[config.mk]
export PLATFORM = sky130hd
export DESIGN_NAME = systolic_feeder
export DESIGN_NICKNAME = d
export VERILOG_FILES = /design/src/rtl/feeder_pkg.sv /design/src/rtl/systolic_feeder_skew_line.sv /design/src/rtl/systolic_feeder.sv
export SDC_FILE = /design/constraint.sdc
export NUM_CORES = 1
export LEC_CHECK = 0
export BUFFER_PORTS_ARGS = -buffer_cell sky130_fd_sc_hd__buf_2
export CORE_MARGIN = 10
export CORE_UTILIZATION = 45
export CTS_BUF_LIST = sky130_fd_sc_hd__clkbuf_8
export CTS_CLUSTER_DIAMETER = 150
export CTS_CLUSTER_SIZE = 28
export DETAILED_ROUTE_END_ITERATION = 8
export GPL_ROUTABILITY_DRIVEN = 0
export PLACE_DENSITY = 0.7
export SYNTH_ARGS = -nofsm -noshare
export SYNTH_HDL_FRONTEND = slang
export SYNTH_SLANG_ARGS = --single-unit
[constraint.sdc]
create_clock -name clk -period 3.2 [get_ports clk]
set_input_delay 0.16 -clock clk [delete_from_list [all_inputs] [get_ports clk]]
set_output_delay 0.16 -clock clk [all_outputs]
set_load 0.1 [all_outputs]
[src/rtl/feeder_pkg.sv]
// feeder_pkg: shared types and defaults for the systolic array operand feeder.
package feeder_pkg;

  // Controller phases for one matmul
  typedef enum logic [1:0] {
    IDLE  = 2'd0,
    FEED  = 2'd1,
    DRAIN = 2'd2,
    DONE  = 2'd3
  } feeder_state_e;

  localparam int DEF_DATA_WIDTH = 16;
  localparam int DEF_ARRAY_DIM  = 4;
  localparam int DEF_K_MAX      = 16;
  localparam int STALL_CNT_W    = 16;

endpackage

[src/rtl/systolic_feeder_skew_line.sv]
// skew_line: one lane's data+valid delay line of DEPTH registers that freezes while hold is high.
module skew_line #(
  parameter int DEPTH      = 1,
  parameter int DATA_WIDTH = 16
) (
  input  logic                  clk,
  input  logic                  reset,
  input  logic                  hold,
  input  logic [DATA_WIDTH-1:0] src_data,
  input  logic                  src_valid,
  output logic [DATA_WIDTH-1:0] dst_data,
  output logic                  dst_valid
);

  logic [DEPTH-1:0][DATA_WIDTH-1:0] data_pipe;
  logic [DEPTH-1:0]                 valid_pipe;

  // Shift data and valid one stage per unheld cycle; reset empties the whole line
  always_ff @(posedge clk or negedge reset) begin
    if (!reset) begin
      data_pipe  <= '0;
      valid_pipe <= '0;
    end else if (!hold) begin
      data_pipe[0]  <= src_data;
      valid_pipe[0] <= src_valid;
      for (int s = 1; s < DEPTH; s++) begin
        data_pipe[s]  <= data_pipe[s-1];
        valid_pipe[s] <= valid_pipe[s-1];
      end
    end
  end

  assign dst_data  = data_pipe[DEPTH-1];
  assign dst_valid = valid_pipe[DEPTH-1];

endmodule

[src/rtl/systolic_feeder.sv]
// systolic_feeder: accepts K operand beats and skews each lane onto the edges of a
// square systolic array, then waits for the wavefront to drain before pulsing done.
// Optional feature: define FEEDER_STALL_CNT_EN to add the stall_cycles output.
module systolic_feeder
  import feeder_pkg::*;
#(
  parameter  int DATA_WIDTH = DEF_DATA_WIDTH,
  parameter  int ARRAY_DIM  = DEF_ARRAY_DIM,
  parameter  int K_MAX      = DEF_K_MAX,
  localparam int KW         = $clog2(K_MAX + 1)
) (
  input  logic                                 clk,
  input  logic                                 reset,
  input  logic                                 pause,
  input  logic                                 start,
  input  logic [KW-1:0]                        k_len,
  input  logic                                 in_valid,
  output logic                                 in_ready,
  input  logic [ARRAY_DIM-1:0][DATA_WIDTH-1:0] a_in,
  input  logic [ARRAY_DIM-1:0][DATA_WIDTH-1:0] b_in,
  output logic [ARRAY_DIM-1:0][DATA_WIDTH-1:0] left_out,
  output logic [ARRAY_DIM-1:0][DATA_WIDTH-1:0] top_out,
  output logic [ARRAY_DIM-1:0]                 left_valid,
  output logic [ARRAY_DIM-1:0]                 top_valid,
  output logic                                 busy,
  output logic                                 matmul_done
`ifdef FEEDER_STALL_CNT_EN
  , output logic [STALL_CNT_W-1:0]             stall_cycles
`endif
);

  localparam int            DCW        = $clog2(2 * ARRAY_DIM - 1);
  localparam logic [DCW-1:0] DRAIN_LOAD = DCW'(2 * ARRAY_DIM - 2);
  localparam logic [KW-1:0]  K_MAX_K    = KW'(K_MAX);

  feeder_state_e  state;
  feeder_state_e  state_next;
  logic [KW-1:0]  k_reg;
  logic [KW-1:0]  beat_cnt;
  logic [DCW-1:0] drain_cnt;
  logic           start_ok;
  logic           accept;
  logic           beat_last;

  assign start_ok  = start && (k_len != '0) && (k_len <= K_MAX_K);
  assign accept    = in_ready && in_valid;
  assign beat_last = (beat_cnt == (k_reg - KW'(1)));

  // State register; pause freezes it by making the next state equal the current one
  always_ff @(posedge clk or negedge reset) begin
    if (!reset) begin
      state <= IDLE;
    end else begin
      state <= state_next;
    end
  end

  // Next-state and handshake/status outputs
  always_comb begin
    state_next  = state;
    in_ready    = 1'b0;
    matmul_done = 1'b0;
    busy        = (state != IDLE);
    case (state)
      IDLE: begin
        if (!pause && start_ok) begin
          state_next = FEED;
        end
      end
      FEED: begin
        in_ready = !pause;
        if (in_ready && in_valid && beat_last) begin
          state_next = DRAIN;
        end
      end
      DRAIN: begin
        if (!pause && (drain_cnt == DCW'(1))) begin
          state_next = DONE;
        end
      end
      DONE: begin
        if (!pause) begin
          matmul_done = 1'b1;
          state_next  = IDLE;
        end
      end
      default: state_next = IDLE;
    endcase
  end

  // Beat and drain counters; the drain count reaches zero on the edge that enters DONE
  always_ff @(posedge clk or negedge reset) begin
    if (!reset) begin
      k_reg     <= '0;
      beat_cnt  <= '0;
      drain_cnt <= '0;
    end else if (!pause) begin
      case (state)
        IDLE: begin
          if (start_ok) begin
            k_reg    <= k_len;
            beat_cnt <= '0;
          end
        end
        FEED: begin
          if (accept) begin
            beat_cnt <= beat_cnt + KW'(1);
            if (beat_last) begin
              drain_cnt <= DRAIN_LOAD;
            end
          end
        end
        DRAIN: drain_cnt <= drain_cnt - DCW'(1);
        default: ;
      endcase
    end
  end

`ifdef FEEDER_STALL_CNT_EN
  // Count FEED cycles where the producer had nothing to offer, saturating at all-ones
  always_ff @(posedge clk or negedge reset) begin
    if (!reset) begin
      stall_cycles <= '0;
    end else if (!pause) begin
      if (state == IDLE && start_ok) begin
        stall_cycles <= '0;
      end else if (state == FEED && !in_valid && (stall_cycles != '1)) begin
        stall_cycles <= stall_cycles + STALL_CNT_W'(1);
      end
    end
  end
`endif

  // Lane i is delayed i+1 cycles so operands meet the array as a diagonal wavefront
  for (genvar i = 0; i < ARRAY_DIM; i++) begin : g_lane
    skew_line #(
      .DEPTH      (i + 1),
      .DATA_WIDTH (DATA_WIDTH)
    ) u_skew_a (
      .clk       (clk),
      .reset     (reset),
      .hold      (pause),
      .src_data  (accept ? a_in[i] : '0),
      .src_valid (accept),
      .dst_data  (left_out[i]),
      .dst_valid (left_valid[i])
    );

    skew_line #(
      .DEPTH      (i + 1),
      .DATA_WIDTH (DATA_WIDTH)
    ) u_skew_b (
      .clk       (clk),
      .reset     (reset),
      .hold      (pause),
      .src_data  (accept ? b_in[i] : '0),
      .src_valid (accept),
      .dst_data  (top_out[i]),
      .dst_valid (top_valid[i])
    );
  end

endmodule
==> flow_summary.ini <==
[synthesis]
yosysTopAreaCellShare_pct = 62.7
syn_area_sq_um = 13500
syn_avg_cell_area_sq_um = 14.6
netlist_top_cells_area = dfrtp_1 63%, mux2_2 17%, a22o_1 8.3%
synthXorXnorAreaFrac_pct = 0.388
synth_fa_ha_area_share_pct = 0.740
synth_flop_cell = dfrtp_1
yosysWarningCount = 0
synth_area_leader_cell = dfrtp_1
synth_cell_types = 42
async_reset_ff_share_pct = 100
synth-compound-area-share_pct = 9.79
synth_most_common_cell = dfrtp_1
ys_seq_area_share_pct = 62.7
synth_commonest_cells = 339 x dfrtp_1, 201 x mux2_2, 128 x a22o_1, 104 x buf_4, 53 x clkbuf_1
ys_seq_elements = 339
synth-simple-area-share_pct = 1.73
synth_top_family_by_area = multiplexers
syn_nets = 1074
synth-edff-count = 0
synth_cells = 928
synthMuxAreaShare_pct = 17.0

[run_status]
status = finished clean

[cts]
clockBufferDepth = 3
numCtsBuffers = 16
htree_levels = 1
hold_buffers = 136
cts_tree = done
cts-resized-gates = 0
cts_sinks = 339
clk_pin_slew_ns = 0.16
insertion_delay_ns = 0.56
cts-root-buf = clkbuf_8
post_cts_buffers = 0

[sta]
rsz0062_at_grt = no
max_clock_freq_mhz = 372
slew_headroom_pct = 44.1
tns_ns = 0
fin_skew_ns = 0.0470
finalCriticalPeriod_ns = 2.69
hold_violations = 0
worstMarginPinSlew_ns = 0.838
slew_viol_final = 0
post-route-period-util_pct = 84.0
setup_viol = 0

[drt]
detail_route.vias_per_cell = 5.10
drt_wl_total_mm = 28.8
drc = 0
drtPass1Iterations = 4
final_antenna_net_count = 0
first_iter_violations = 402
wl_per_cell_um = 18.0
dr_total_vias = 8167

[floorplanning]
core_sq_um = 29600
top_level_ports = 277
fp.dieW_um = 193
rows = 63
die_area_sq_um = 37400
chipHeight_um = 193
initial_utilization_pct = 45.6

[setup_path]
path_max_fanout = 20
worst-path-buf-inv = 1
critPathCaptureType = flop
critical-path-top-delay-family = compound AO/OA/AOI/OAI gates
cp_cell_sequence = inv_1 > ha_1 > a21oi_1 > o21ai_0 > a222oi_1 > mux2_1
critPathArrivalTime_ns = 3.15
rrSetupSlack_ns = 0.51
start_kind = flop
rr_worst_depth = 6
r2r_start = state[1]$_DFFE_PN0P_
critPathMaxStageDelay_ns = 0.69
crit_slowest_cell = a21oi_1
worst_ep_required_time_ns = 3.66
worstReg2RegEnd = state[1]$_DFFE_PN0P_
crit_type = reg -> reg

[min_path]
holdCritStartpoint = pause
hold_path_end = g_lane[3].u_skew_a.data_pipe[8]$_DFFE_PN0N_
hold_class = in -> reg
holdPathStages = 2

[cells_and_area]
diodes = 0
layoutNonFillerInstCount = 1602
drive_above_1_share_pct = 42.6
nets = 1358
area_growth_syn_to_layout_pct = 19.9
top_regs = g_lane.u_skew_a.data_pipe x96, g_lane.u_skew_b.data_pipe x96

[power_and_ir_drop]
vdd_ir_drop_max_mv = 0.512
p_per_area_nw_per_um2 = 719
p_leak_nw = 8.49

[global_routing]
antenna_found_initial = 0
grt_max_degree = 130
grt_pass1_vias = 8755
grt_overflow_total = 0
grt_usage_pct = 14.8
grt_pass1_wl_mm = 47.2

[placement]
io_buffer_count = 276
dp_hpwl_mm = 18.5
dp_cells = 1448

[flow_run]
cap_violations = 0
layout make-up:
cell class	count	area, sq um
Clock buffer	17	234
Clock inverter	1	30.0
Fill cell	2388	13400
Inverter	10	37.5
Multi-Input combinational cell	419	4020
Sequential cell	339	8480
Tap cell	390	488
Timing Repair Buffer	426	2930
stage by stage:
step           area, sq um  worst slack [ns]  utilization, %  hold slack (ns)  power, mW
5_1_grt              16200             0.284            54.7           0.0550       12.2
6_report             16200             0.512            54.7           0.0848       11.7
2_1_floorplan        13500             0.569               -           -0.136       9.30
3_3_place_gp         14600             0.683            49.3            0.282       9.78
4_1_cts              16200             0.509            54.7           0.0444       11.8
3_5_place_dp         14600             0.538            49.3            0.280       9.88
metal layers:
metal	vias to the layer above	part of all wire (%)	track usage (%)
li1	3770	-	-
met1	4148	43	18.6
met2	212	49	24.7
met3	37	6.7	4.41
met4	0	2.0	3.18
met5	-	0	0
report_power, final:
group          internal, mW  total (mW)  switching (mW)
Clock                 0.506        1.75            1.25
Sequential             5.00        5.45           0.442
Combinational          1.20        4.46            3.26
how the worst max path moves through the flow:
stage | startpoint | to | slack, ns | depth (start not counted)
after CTS | state[1]$_DFFE_PN0P_ | state[1]$_DFFE_PN0P_ | 0.51 | 6
after detailed placement | state[1]$_DFFE_PN0P_ | state[1]$_DFFE_PN0P_ | 0.54 | 6
after global placement | state[1]$_DFFE_PN0P_ | state[1]$_DFFE_PN0P_ | 0.68 | 6
final | state[1]$_DFFE_PN0P_ | state[1]$_DFFE_PN0P_ | 0.51 | 6
after global routing | state[1]$_DFFE_PN0P_ | state[1]$_DFFE_PN0P_ | 0.28 | 6
after floorplan | state[1]$_DFFE_PN0P_ | g_lane[0].u_skew_a.dst_data[0]$_DFFE_PN0N_ | 0.57 | 8
cells by family (layout without fill, tap and decap cells):
family	count (synthesis)	count (layout)
fa+ha+maj	8	8
flops	339	339
compound gates	156	156
buf+inv	170	454
mux	205	205
xor+xnor	6	6
simple gates	44	44
layout by cell type (no fill, tap or decap), types with 5 or more instances in the layout:
cell,instances
ha_1,8
nand2_1,11
buf_4,9
a21oi_1,5
inv_1,10
nor2_1,7
mux2_2,201
a22o_1,128
buf_12,5
buf_2,274
clkbuf_8,17
o21ai_0,9
dfrtp_1,339
dlygate4sd3_1,136
nand3_1,5
Note: power is estimated with default switching activity, not from simulation.
